## src/rtl/calc_pkg.sv

```systemverilog
// Shared types and constants for the calculator pipeline (converter, evaluator, display).
package calc_pkg;

  localparam int unsigned CALC_WIDTH = 16;
  localparam int unsigned CALC_DEPTH = 8;

  typedef enum logic [1:0] {
    TOK_NUM = 2'd0,
    TOK_OP  = 2'd1,
    TOK_END = 2'd2
  } tok_type_e;

  typedef enum logic [1:0] {
    OP_ADD = 2'd0,
    OP_SUB = 2'd1,
    OP_MUL = 2'd2
  } op_e;

  typedef enum logic [1:0] {
    ERR_OK         = 2'd0,
    ERR_UNDERFLOW  = 2'd1,
    ERR_STACK_FULL = 2'd2,
    ERR_LEFTOVER   = 2'd3
  } err_e;

  // Raw operator code 3 is reserved and behaves as ADD.
  function automatic op_e decode_op(input logic [1:0] raw);
    case (raw)
      2'd1:    decode_op = OP_SUB;
      2'd2:    decode_op = OP_MUL;
      default: decode_op = OP_ADD;
    endcase
  endfunction

endpackage

```

## src/rtl/postfix_evaluator_if.sv

```systemverilog
// Token stream in / expression result out between converter, evaluator and display stage.
interface postfix_evaluator_if #(
  parameter int unsigned WIDTH = calc_pkg::CALC_WIDTH
);

  logic             tok_valid;
  logic             tok_ready;
  logic [1:0]       tok_type;
  logic [1:0]       tok_op;
  logic [WIDTH-1:0] tok_num;
  logic             done;
  logic [WIDTH-1:0] result;
  logic [1:0]       err;
  logic             ovf;

  modport master (
    output tok_valid, tok_type, tok_op, tok_num,
    input  tok_ready, done, result, err, ovf
  );

  modport slave (
    input  tok_valid, tok_type, tok_op, tok_num,
    output tok_ready, done, result, err, ovf
  );

endinterface

```

## src/rtl/calc_stack.sv

```systemverilog
// Operand LIFO with push, atomic pop-two-push-one and clear. DEPTH must be at least 2.
module calc_stack #(
  parameter  int unsigned WIDTH = 16,
  parameter  int unsigned DEPTH = 8,
  localparam int unsigned DW    = $clog2(DEPTH + 1),
  localparam int unsigned AW    = $clog2(DEPTH)
) (
  input  logic             clk,
  input  logic             rst,
  input  logic             push,
  input  logic             pop2_push,
  input  logic             clear,
  input  logic [WIDTH-1:0] push_data,
  output logic [WIDTH-1:0] top,
  output logic [WIDTH-1:0] second,
  output logic [DW-1:0]    depth
);

  logic [WIDTH-1:0] mem [DEPTH];
  logic [DW-1:0]    cnt;

  // Clear wins, then the binary op, then a literal push; illegal requests are ignored.
  always_ff @(posedge clk or posedge rst) begin
    if (rst) begin
      cnt <= '0;
      for (int i = 0; i < int'(DEPTH); i++) mem[i] <= '0;
    end else if (clear) begin
      cnt <= '0;
    end else if (pop2_push && cnt >= DW'(2)) begin
      mem[AW'(cnt - DW'(2))] <= push_data;
      cnt                    <= cnt - DW'(1);
    end else if (push && cnt < DW'(DEPTH)) begin
      mem[AW'(cnt)] <= push_data;
      cnt           <= cnt + DW'(1);
    end
  end

  assign top    = (cnt >= DW'(1)) ? mem[AW'(cnt - DW'(1))] : '0;
  assign second = (cnt >= DW'(2)) ? mem[AW'(cnt - DW'(2))] : '0;
  assign depth  = cnt;

endmodule

```

## src/rtl/postfix_evaluator.sv

```systemverilog
// Evaluates an RPN token stream on an operand stack; one signed result plus status per END.
module postfix_evaluator
  import calc_pkg::*;
#(
  parameter int unsigned WIDTH = CALC_WIDTH,
  parameter int unsigned DEPTH = CALC_DEPTH
) (
  input logic               clk,
  input logic               rst,
  postfix_evaluator_if.slave bus
);

  localparam int unsigned DW = $clog2(DEPTH + 1);

  typedef enum logic [1:0] {
    S_ACCEPT = 2'd0,
    S_EXEC   = 2'd1,
    S_FLUSH  = 2'd2,
    S_FINISH = 2'd3
  } state_e;

  state_e                   state;
  op_e                      op_q;
  err_e                     err_q;
  logic                     ovf_acc;

  logic [WIDTH-1:0]         top;
  logic [WIDTH-1:0]         second;
  logic [DW-1:0]            depth;
  logic                     push;
  logic                     pop2_push;
  logic                     clear;
  logic                     is_num;
  logic                     is_op;
  logic                     is_end;

  logic signed [WIDTH-1:0]   opa;
  logic signed [WIDTH-1:0]   opb;
  logic signed [WIDTH:0]     sum;
  logic signed [2*WIDTH-1:0] prod;
  logic signed [WIDTH-1:0]   alu_res;
  logic                      alu_ovf;

  // Reserved token type 3 decodes as END.
  assign is_num = (bus.tok_type == TOK_NUM);
  assign is_op  = (bus.tok_type == TOK_OP);
  assign is_end = !is_num && !is_op;

  assign push      = (state == S_ACCEPT) && bus.tok_valid && is_num && (depth < DW'(DEPTH));
  assign pop2_push = (state == S_EXEC);
  assign clear     = (state == S_FINISH);

  assign bus.tok_ready = !rst && ((state == S_ACCEPT) || (state == S_FLUSH));

  calc_stack #(
    .WIDTH (WIDTH),
    .DEPTH (DEPTH)
  ) u_stack (
    .clk       (clk),
    .rst       (rst),
    .push      (push),
    .pop2_push (pop2_push),
    .clear     (clear),
    .push_data (pop2_push ? WIDTH'(alu_res) : bus.tok_num),
    .top       (top),
    .second    (second),
    .depth     (depth)
  );

  assign opa = $signed(second);
  assign opb = $signed(top);

  // a op b with a the deeper operand; overflow when the exact value does not fit WIDTH bits.
  always_comb begin
    sum     = '0;
    prod    = '0;
    alu_res = '0;
    alu_ovf = 1'b0;
    case (op_q)
      OP_SUB: begin
        sum     = (WIDTH+1)'(opa) - (WIDTH+1)'(opb);
        alu_res = sum[WIDTH-1:0];
        alu_ovf = (sum[WIDTH] != sum[WIDTH-1]);
      end
      OP_MUL: begin
        prod    = (2*WIDTH)'(opa) * (2*WIDTH)'(opb);
        alu_res = prod[WIDTH-1:0];
        alu_ovf = (prod != (2*WIDTH)'(alu_res));
      end
      default: begin
        sum     = (WIDTH+1)'(opa) + (WIDTH+1)'(opb);
        alu_res = sum[WIDTH-1:0];
        alu_ovf = (sum[WIDTH] != sum[WIDTH-1]);
      end
    endcase
  end

  always_ff @(posedge clk or posedge rst) begin
    if (rst) begin
      state      <= S_ACCEPT;
      op_q       <= OP_ADD;
      err_q      <= ERR_OK;
      ovf_acc    <= 1'b0;
      bus.done   <= 1'b0;
      bus.result <= '0;
      bus.err    <= ERR_OK;
      bus.ovf    <= 1'b0;
    end else begin
      bus.done <= 1'b0;
      case (state)
        S_ACCEPT: begin
          if (bus.tok_valid) begin
            if (is_num) begin
              if (depth == DW'(DEPTH)) begin
                err_q <= ERR_STACK_FULL;
                state <= S_FLUSH;
              end
            end else if (is_op) begin
              if (depth < DW'(2)) begin
                err_q <= ERR_UNDERFLOW;
                state <= S_FLUSH;
              end else begin
                op_q  <= decode_op(bus.tok_op);
                state <= S_EXEC;
              end
            end else begin
              bus.done <= 1'b1;
              bus.ovf  <= ovf_acc;
              if (depth == DW'(1)) begin
                bus.result <= top;
                bus.err    <= ERR_OK;
              end else begin
                bus.result <= '0;
                bus.err    <= (depth == '0) ? ERR_UNDERFLOW : ERR_LEFTOVER;
              end
              state <= S_FINISH;
            end
          end
        end
        S_EXEC: begin
          ovf_acc <= ovf_acc | alu_ovf;
          state   <= S_ACCEPT;
        end
        // First latched error is reported; everything up to END is dropped.
        S_FLUSH: begin
          if (bus.tok_valid && is_end) begin
            bus.done   <= 1'b1;
            bus.result <= '0;
            bus.err    <= err_q;
            bus.ovf    <= ovf_acc;
            state      <= S_FINISH;
          end
        end
        default: begin
          ovf_acc <= 1'b0;
          err_q   <= ERR_OK;
          state   <= S_ACCEPT;
        end
      endcase
    end
  end

endmodule
```

## src/flat_wrapper.sv

```systemverilog
// flat-port wrapper written by rule: the top's interface ports become plain ports
module postfix_evaluator_flat import calc_pkg::*;
#(
  parameter int unsigned WIDTH = CALC_WIDTH,
  parameter int unsigned DEPTH = CALC_DEPTH
)
  (clk, rst, bus_tok_valid, bus_tok_type, bus_tok_op, bus_tok_num, bus_tok_ready, bus_done, bus_result, bus_err, bus_ovf);
  postfix_evaluator_if #(.WIDTH(WIDTH)) bus_i ();
  input logic clk;
  input logic rst;
  input wire logic [$bits(bus_i.tok_valid)-1:0] bus_tok_valid;
  input wire logic [$bits(bus_i.tok_type)-1:0] bus_tok_type;
  input wire logic [$bits(bus_i.tok_op)-1:0] bus_tok_op;
  input wire logic [$bits(bus_i.tok_num)-1:0] bus_tok_num;
  output wire logic [$bits(bus_i.tok_ready)-1:0] bus_tok_ready;
  output wire logic [$bits(bus_i.done)-1:0] bus_done;
  output wire logic [$bits(bus_i.result)-1:0] bus_result;
  output wire logic [$bits(bus_i.err)-1:0] bus_err;
  output wire logic [$bits(bus_i.ovf)-1:0] bus_ovf;
  assign bus_i.tok_valid = bus_tok_valid;
  assign bus_i.tok_type = bus_tok_type;
  assign bus_i.tok_op = bus_tok_op;
  assign bus_i.tok_num = bus_tok_num;
  assign bus_tok_ready = bus_i.tok_ready;
  assign bus_done = bus_i.done;
  assign bus_result = bus_i.result;
  assign bus_err = bus_i.err;
  assign bus_ovf = bus_i.ovf;
  postfix_evaluator #(.WIDTH(WIDTH), .DEPTH(DEPTH)) u_core (.clk(clk), .rst(rst), .bus(bus_i));
endmodule
```

## config.mk

```make
export PLATFORM = sky130hd
export DESIGN_NAME = postfix_evaluator_flat
export DESIGN_NICKNAME = d
export VERILOG_FILES = /design/src/rtl/calc_pkg.sv /design/src/rtl/postfix_evaluator_if.sv /design/src/rtl/calc_stack.sv /design/src/rtl/postfix_evaluator.sv /design/src/flat_wrapper.sv
export SDC_FILE = /design/constraint.sdc
export NUM_CORES = 1
export LEC_CHECK = 0
export CORE_ASPECT_RATIO = 0.7
export CORE_MARGIN = 1.5
export CORE_UTILIZATION = 65
export DETAILED_ROUTE_END_ITERATION = 10
export HOLD_SLACK_MARGIN = 0.12
export PLACE_DENSITY = 0.83
export SETUP_SLACK_MARGIN = 0.15
export SYNTH_ARGS = -nofsm -noshare
export SYNTH_HDL_FRONTEND = slang
export SYNTH_HIERARCHICAL = 1
export SYNTH_SLANG_ARGS = --single-unit
```

## constraint.sdc

```tcl
create_clock -name clk -period 10 [get_ports clk]
set_clock_uncertainty 0.15 [all_clocks]
set_input_delay 2 -clock clk [delete_from_list [all_inputs] [get_ports clk]]
set_output_delay 2 -clock clk [all_outputs]
set_load 0.02 [all_outputs]
```

==> results of run 1 <==
[worst reg2reg max path: cells and delay by family, from the launching register on]
family                   cells  cell delay [ns]
adder cells (fa/ha/maj)      8             3.78
AO/OA/AOI/OAI                6             1.64
flip-flops                   1             0.54
AND/OR/NAND/NOR              6             2.20
buffers and inverters        4             0.67
multiplexers                 1             0.26
[cells by family after synthesis]
family	share of synthesized area, %
flip-flops	19.4
buffers and inverters	7.62
multiplexers	16.2
AO/OA/AOI/OAI	9.08
adder cells (fa/ha/maj)	33.6
XOR/XNOR	2.35
AND/OR/NAND/NOR	11.8
[repair_timing]
item                                   in CTS  in global routing
gates resized for setup                     0                  1
endpoints found under the hold margin       0                  0
setup endpoints to repair                   0                  1
[worst max path at each step]
stage | from | endpoint | slack [ns] | cells past startpoint
2_1_floorplan | u_core/u_stack/depth[1]$_DFFE_PP0P_ | u_core/ovf_acc$_DFFE_PP0P_ | 1.07 | 30
3_3_place_gp | u_core/u_stack/depth[2]$_DFFE_PP0P_ | u_core/ovf_acc$_DFFE_PP0P_ | 0.79 | 26
3_5_place_dp | u_core/u_stack/depth[2]$_DFFE_PP0P_ | u_core/ovf_acc$_DFFE_PP0P_ | 0.74 | 25
4_1_cts | u_core/u_stack/depth[2]$_DFFE_PP0P_ | u_core/ovf_acc$_DFFE_PP0P_ | 0.69 | 26
5_1_grt | u_core/u_stack/depth[2]$_DFFE_PP0P_ | u_core/ovf_acc$_DFFE_PP0P_ | 0.17 | 25
6_report | u_core/u_stack/depth[2]$_DFFE_PP0P_ | u_core/ovf_acc$_DFFE_PP0P_ | 0.64 | 25
[metrics by stage]
step	instance area, um^2	utilization (%)	worst slack [ns]
detailed placement	21500	69.1	0.741
finish	22100	71.0	0.636
global placement	21500	69.1	0.786
global route	22100	71.0	0.169
CTS	22100	71.0	0.691
floorplan	20500	-	1.07
[cell usage in the layout, fill, tap and decap left out, types with 5 or more instances in the layout]
cell type,count
nand2b_1,18
nor2_1,100
o21ai_1,6
xnor2_1,41
a211oi_1,8
buf_4,58
nand3b_1,6
nor4_1,5
mux2i_1,20
clkbuf_16,17
o21ai_0,38
and3_1,11
a21oi_1,82
o211ai_1,6
a221oi_1,15
inv_1,292
clkdlybuf4s50_1,43
and2_1,73
o21a_1,9
nor3b_1,6
nand2_1,214
nor3_1,18
xor2_1,14
a22o_1,17
a21o_1,8
mux4_2,64
a31oi_1,8
nand3_1,19
mux2_2,121
dfrtp_1,157
mux2_4,20
inv_6,5
nor2b_1,11
ha_1,128
fa_1,264
clkinv_8,6
o31ai_1,6
[layout make-up]
cell class              instances  area share, %
inverters                     294           5.01
multi-input cells            1449           67.8
well taps                     420           2.38
flip-flops and latches        159           18.0
clock inverters                15          0.833
clock buffers                  17           1.93
repair buffers                102           4.01
[sequential cells by signal, summed over array words and instances (netlist names)]
signal and cells:
u_core/err_q 2, u_core/op_q 2, u_core/bus.err 2, u_core/u_stack/mem 128, u_core/state 2, u_core/bus.result 16
u_core/bus.ovf 1, u_core/bus.done 1, u_core/u_stack/depth 4, u_core/ovf_acc 1
[layer usage]
| metal | vias to the layer above | routed length [um] | part of all wire [%] | GRT usage, % |
|---|---|---|---|---|
| met4 | 4 | 2470 | 4.2 | 14.6 |
| met2 | 1005 | 25900 | 44 | 55.6 |
| li1 | 6708 | - | - | - |
| met5 | - | 23 | 0.039 | 0 |
| met1 | 8039 | 23300 | 39 | 51.2 |
| met3 | 188 | 7770 | 13 | 13.4 |
==> run metrics, run 1 <==
outcome finished clean; required time of the critical path 10.15 ns; core area between 0.03 and 0.04 mm^2; HP Class flop to flop; Worst-path clk slew 0.08 ns; Critical Path Max Stage Delay roughly 0.8 ns; critical path's slowest cell nor2_1; Reg2Reg Setup Slack approximately 0.64 ns; Syn Area/Cell 10.2 um^2; clk buf depth 2; Nets 2,438; Tcrit/Tclk final around 94%; via count around 16,000; final setup TNS 0 ns; ys flop type dfrtp_1; Period minus WS final between 9 and 10 ns; TritonRoute pass-1 iters 6; Multi-input gate area roughly 0.015 mm^2; clk_lat worst skew approximately 0.45 ns; #FFs+latches synth around 160; Buf+Inv Stages, Crit Path 4; WL/cell 24.2 um; Crit. End Element flop; EDFF count, synth 0; PortBufs 43; DP HPWL roughly 45,000 um; first-pass GRT wire length around 92,000 um; CTS tree built; DP Cell Count approximately 2,400; fmax 107 MHz; Die ar. roughly 0.033 mm^2; Vias/cell around 6.5; Ys Warns 6; area occupied by registers around 0.004 mm^2; CTS Buf Count 17; Hold Vio Cnt, Final 0; syn nets about 2,400; GRT Util Overall a little under two fifths; Post-Syn Area approximately 0.020 mm^2; Die Width between 200 and 250 um; area growth from synthesis to layout 7.70%; FP Rows 54; non-filler instance count after layout ~2,500; drt drc 0; Crit path max-delay family adder cells; critical path class flop to flop; Post-synth ARST share 100%; Distinct cells, synth slightly below 90; crit path max fanout 12; reg2reg end u_core/ovf_acc$_DFFE_PP0P_; CTS sink cnt 159; crit start category flop; Max-Cap Viols 0; IO Pins 44; Final GP Congestion 1.01; CP dominant cell by count fa_1; Synth top area share roughly 26%; n_diodes 0; Synth area leaders fa_1 (26%), dfrtp_1 (19%), ha_1 (7.8%), mux4_2 (7.0%), mux2_2 (6.6%); top post-synthesis cells by count inv_1 (293), fa_1 (264), nand2_1 (214), dfrtp_1 (159), ha_1 (128); hold path cells 2; hold_buf cts 0; WHS Endpoint u_core/bus.err[1]$_DFFE_PP0P_; Final ANT Viol Nets 0; RSZ-0062 raised after global routing false; # fillers between 2,000 and 2,500; clk root buf clkbuf_16; layout cell share with drive strength beyond 1 16.0%; largest net degree at the start of global routing 77; fin. max-slew vios 0; initial core utilization 66.0%; final setup vio count 0; beginning of the worst hold path u_core/bus.err[1]$_DFFE_PP0P_; Hold WS 0.348 ns; Mapped Cells between 2,000 and 2,500; die span in y roughly 150 um; most common cell in the netlist inv_1; grt ovf 0; Slew HR between 20% and 30%; post-CTS setup buffer count 0; Seq/Total Area, Yosys 19.4%; Post-Route WL roughly 59,000 um; vias in the first global route between 15,000 and 20,000; CP arrival about 9.5 ns; initial antenna violation count 2; CTS H-tree lvls 4; worst-margin pin slew ~1.1 ns; Synth area leader fa_1; FF-to-FF path depth 25; number of DRC markers in iteration 0 about 1,600; r2r startpoint u_core/u_stack/depth[2]$_DFFE_PP0P_
Power of run 1 is left out: the tool's default activity adds up to more than one toggle a clock period on the data nets, which glitch-free logic cannot reach.
==> run 2, diff against run 1 <==
--- a/config.mk
+++ b/config.mk
@@ -8,6 +8,8 @@
 export CORE_ASPECT_RATIO = 0.7
 export CORE_MARGIN = 1.5
 export CORE_UTILIZATION = 65
+export CTS_BUF_LIST = sky130_fd_sc_hd__clkbuf_8
+export CTS_CLUSTER_DIAMETER = 30
 export DETAILED_ROUTE_END_ITERATION = 10
 export HOLD_SLACK_MARGIN = 0.12
 export PLACE_DENSITY = 0.83
==> run 2 against run 1 <==
  * Register-to-register slack worse by 0.07 ns
  * Clock-buffer cell count unchanged
  * Worst setup slack worse by 0.066 ns
  * Worst hold slack better by 0.0052 ns
  * Global-route usage down 0.50 points
  * Sequential share of layout area up 0.16 points
  * Non-clock buffer count unchanged
  * Fmax down 0.70%
==> run metrics, run 2 (synthesis results as in run 1) <==
FF-to-FF path depth 25; area growth from synthesis to layout 6.78%; Buf+Inv Stages, Crit Path 4; Final ANT Viol Nets 0; Placement Setup Slack ~0.74 ns; max FFs per register 128; outcome finished clean; Nets between 2,000 and 2,500; beginning of the worst hold path u_core/bus.err[1]$_DFFE_PP0P_; initial antenna violation count 1; critical path's slowest cell nor2_1; most common cell after layout, fill and taps aside inv_1; Hold WS 0.353 ns; HP Class flop to flop; DR top layer met4; Crit. End Element flop; met3 routed WL approximately 8000 um; critical path class flop to flop; WHS Endpoint u_core/bus.err[1]$_DFFE_PP0P_; met1 wire length around 23,000 um; Post-Route WL between 50,000 and 60,000 um; final setup TNS 0 ns; core area around 0.031 mm^2; Reg2Reg Setup Slack ~0.57 ns; Stages on worst setup path 25; FP Rows 54; Slew HR 23.0%; CTS tree built; DP HPWL about 45,000 um; CTS H-tree lvls 4; CP arrival between 9 and 10 ns; Period minus WS final about 9.4 ns; vias in the first global route around 16,000; required time of the critical path around 10 ns; Crit path max-delay family adder cells; r2r startpoint u_core/u_stack/depth[2]$_DFFE_PP0P_; Max-Cap Viols 0; CTS sink cnt ~160; initial core utilization about two thirds; drt drc 0; IO Pins 44; TritonRoute pass-1 iters 6; CTS Buf Count 17; die span in y 152 um; Die ar. 0.0326 mm^2; grt ovf 0; clk buf depth 2; WL/cell about 24 um; fin. max-slew vios 0; Largest Register u_core/u_stack/mem; crit path max fanout 12; Tcrit/Tclk final between 90% and 100%; reg2reg end u_core/ovf_acc$_DFFE_PP0P_; layout cell share with drive strength beyond 1 ~16%; crit start category flop; number of DRC markers in iteration 0 between 1,500 and 2,000; final setup vio count 0; Die Width between 200 and 250 um; RSZ-0062 raised after global routing false; Worst-path clk slew around 0.11 ns; clk root buf clkbuf_8; Final GP Congestion between 1 and 1.5; clk_lat worst skew 0.50 ns; Critical Path Max Stage Delay around 0.79 ns; Worst Slack Setup Final between 0.5 and 0.6 ns; worst-margin pin slew roughly 1.1 ns; first-pass GRT wire length ~90,000 um; Hold Vio Cnt, Final 0; via count 15,841; CP dominant cell by count fa_1; GRT Util Overall around 37%; largest net degree at the start of global routing between 70 and 80; PortBufs 43; Vias/cell between 6 and 7; commonest non-fill, non-tap cells in the layout inv_1 (292), fa_1 (264), nand2_1 (214), dfrtp_1 (157), ha_1 (128); Met2 Wirelength 25,800 um; hold path cells 2; fmax between 100 and 150 MHz
==> run 2: cell count changes in the layout (fill, tap and decap cells not counted) <==
cell,before,now
diode_2,0,1
clkbuf_16,17,0
clkbuf_8,0,17
==> run 2: worst min-delay path: cells and delay by family (launching register included) <==
| kind | cells | cell delay, ns |
|---|---|---|
| flops | 1 | 0.35 |
| compound gates | 1 | 0.07 |
| simple gates | 1 | 0.05 |
==> run 2: routing by layer <==
| layer | track usage (%) | vias up |
|---|---|---|
| met5 | 0 | - |
| met4 | 11.6 | 0 |
| met3 | 11.7 | 136 |
| met2 | 55.8 | 1027 |
| met1 | 52.0 | 7981 |
| li1 | - | 6697 |
==> run 2: cell type report <==
cell class	instances	area, um^2
repair buffers	102	886
clock inverters	15	184
multi-input cells	1449	15000
inverters	294	1110
well taps	420	526
diodes	1	2.50
clock buffers	17	234
fillers	2223	9190
flip-flops and latches	159	3980
==> run 2: worst max path at each step <==
stage                                       endpoint  slack, ns                                start
after CTS                 u_core/ovf_acc$_DFFE_PP0P_       0.71  u_core/u_stack/depth[2]$_DFFE_PP0P_
after detailed placement  u_core/ovf_acc$_DFFE_PP0P_       0.74  u_core/u_stack/depth[2]$_DFFE_PP0P_
final                     u_core/ovf_acc$_DFFE_PP0P_       0.57  u_core/u_stack/depth[2]$_DFFE_PP0P_
after global routing      u_core/ovf_acc$_DFFE_PP0P_       0.17  u_core/u_stack/depth[2]$_DFFE_PP0P_
after global placement    u_core/ovf_acc$_DFFE_PP0P_       0.79  u_core/u_stack/depth[2]$_DFFE_PP0P_
after floorplan           u_core/ovf_acc$_DFFE_PP0P_       1.07  u_core/u_stack/depth[1]$_DFFE_PP0P_
==> run 2: metrics by stage <==
step,instance area (um^2),instances,utilization (%)
floorplan,20500,2001,-
global placement,21500,2424,69.1
detailed placement,21500,2424,69.1
CTS,21900,2456,70.4
global route,21900,2456,70.4
finish,21900,2457,70.4
==> run 2: timing repair <==
action / 4_1_cts / 5_1_grt
hold buffers: 0 / 0
setup endpoints to repair: 0 / 1
hold endpoints to repair: 0 / 0
resized for setup: 0 / 1
setup buffers: 0 / 0
Power of run 2 is left out for the same reason.
==> run 3, diff against run 2 <==
--- a/config.mk
+++ b/config.mk
@@ -5,6 +5,7 @@
 export SDC_FILE = /design/constraint.sdc
 export NUM_CORES = 1
 export LEC_CHECK = 0
+export CAP_MARGIN = 20
 export CORE_ASPECT_RATIO = 0.7
 export CORE_MARGIN = 1.5
 export CORE_UTILIZATION = 65
==> run 3 against run 2 <==
  * Flip-flop and latch count stayed put
  * First-iteration DRC count is 3.3% higher
  * Fmax hardly changed
  * Sequential share of layout area hardly changed
  * Die area stayed put
  * Clock-buffer cell count stayed put
  * Non-clock buffer count is 2 higher
  * Critical endpoint unchanged
==> run metrics, run 3 (synthesis results as in run 1) <==
post-CTS setup buffer count 0; Largest Register u_core/u_stack/mem; number of DRC markers in iteration 0 roughly 1,800; required time of the critical path just over 10 ns; Post-Route WL around 59,000 um; CTS Buf Count 17; final setup vio count 0; crit path max fanout 12; core area just over 0.03 mm^2; max FFs per register between 100 and 150; critical path's slowest cell nor2_1; Slew HR a little over a quarter; Max-Cap Viols 0; IO Pins 44; clk buf depth 2; most common cell after layout, fill and taps aside inv_1; Period minus WS final between 9 and 10 ns; die span in y 152 um; CTS resizes 0; initial core utilization around two thirds; DP HPWL approximately 45,000 um; PortBufs 43; first-pass GRT wire length 91,900 um; Critical Path Max Stage Delay roughly 0.85 ns; Die ar. between 0.03 and 0.04 mm^2; Worst-path clk slew approximately 0.10 ns; Nets around 2,400; WL/cell between 20 and 25 um; HP Class flop to flop; CTS tree built; area growth from synthesis to layout 6.88%; commonest non-fill, non-tap cells in the layout inv_1 (292), fa_1 (264), nand2_1 (214), dfrtp_1 (157), ha_1 (128); drt drc 0; Final ANT Viol Nets 0; # fillers around 2,300; layout cell share with drive strength beyond 1 roughly 16%; n_diodes 0; Crit. End Element flop; Vias/cell ~6.5; Tcrit/Tclk final roughly 94%; grt ovf 0; FP Rows 54; RSZ-0062 raised after global routing false; worst-margin pin slew about 1.1 ns; via count between 15,000 and 20,000; fmax about 110 MHz; CP arrival 9.61 ns; critical path class flop to flop; largest net degree at the start of global routing 77; TritonRoute pass-1 iters 6; CTS sink cnt 159; clk_lat worst skew 0.48 ns; fin. max-slew vios 0; final setup TNS 0 ns; outcome finished clean; Hold Vio Cnt, Final 0; GRT Util Overall between 30% and 40%; Final GP Congestion just over 1; CTS H-tree lvls 4; hold_buf cts 0; CP dominant cell by count inv_1; clk root buf clkbuf_8; Die Width 215 um; crit start category flop; vias in the first global route 16,271; initial antenna violation count 1
run 3: routing by layer:
metal | vias up | wire, um | global-route usage (%)
li1 | 6704 | - | -
met1 | 8092 | 23400 | 52.6
met2 | 1031 | 26100 | 55.7
met3 | 157 | 7880 | 11.1
met4 | 2 | 1900 | 12.6
met5 | - | 10 | 0
run 3: layout make-up:
type,instances,area [um^2],share of cell area [%]
clock inverters,15,194,0.885
repair buffers,104,901,4.11
flip-flops and latches,159,3980,18.2
multi-input cells,1449,15000,68.3
inverters,294,1110,5.05
clock buffers,17,234,1.07
well taps,420,526,2.40
run 3: worst max-delay path: cells and delay by family, from the launching register on:
kind                     cells  cell delay [ns]
AND/OR/NAND/NOR              6             2.71
adder cells (fa/ha/maj)      8             2.78
AO/OA/AOI/OAI                8             1.87
flip-flops                   1             0.55
buffers and inverters        8             1.18
run 3: final timing paths:
path                                                startpoint                                  to  slack, ns  depth (start not counted)
setup / recovery           u_core/u_stack/depth[2]$_DFFE_PP0P_          u_core/ovf_acc$_DFFE_PP0P_       0.57                         30
max in group asynchronous                                  rst  u_core/u_stack/mem[64]$_DFFE_PP0P_       6.33                          3
hold reg to reg                  u_core/bus.err[1]$_DFFE_PP0P_       u_core/bus.err[1]$_DFFE_PP0P_       0.35                          2
hold / removal                   u_core/bus.err[1]$_DFFE_PP0P_       u_core/bus.err[1]$_DFFE_PP0P_       0.35                          2
min in group asynchronous                                  rst    u_core/bus.result[0]$_DFFE_PP0P_       1.73                          2
setup reg to reg           u_core/u_stack/depth[2]$_DFFE_PP0P_          u_core/ovf_acc$_DFFE_PP0P_       0.57                         30
run 3: stage by stage:
step	setup slack, ns	cells	utilization [%]	instance area, um^2	hold WS [ns]
2_1_floorplan	1.07	2001	-	20500	0.320
3_3_place_gp	0.786	2424	69.1	21500	0.314
3_5_place_dp	0.925	2425	69.1	21500	0.337
4_1_cts	0.913	2457	70.5	21900	0.364
5_1_grt	0.209	2458	70.5	21900	0.376
6_report	0.569	2458	70.5	21900	0.354
Power of run 3 is left out for the same reason.
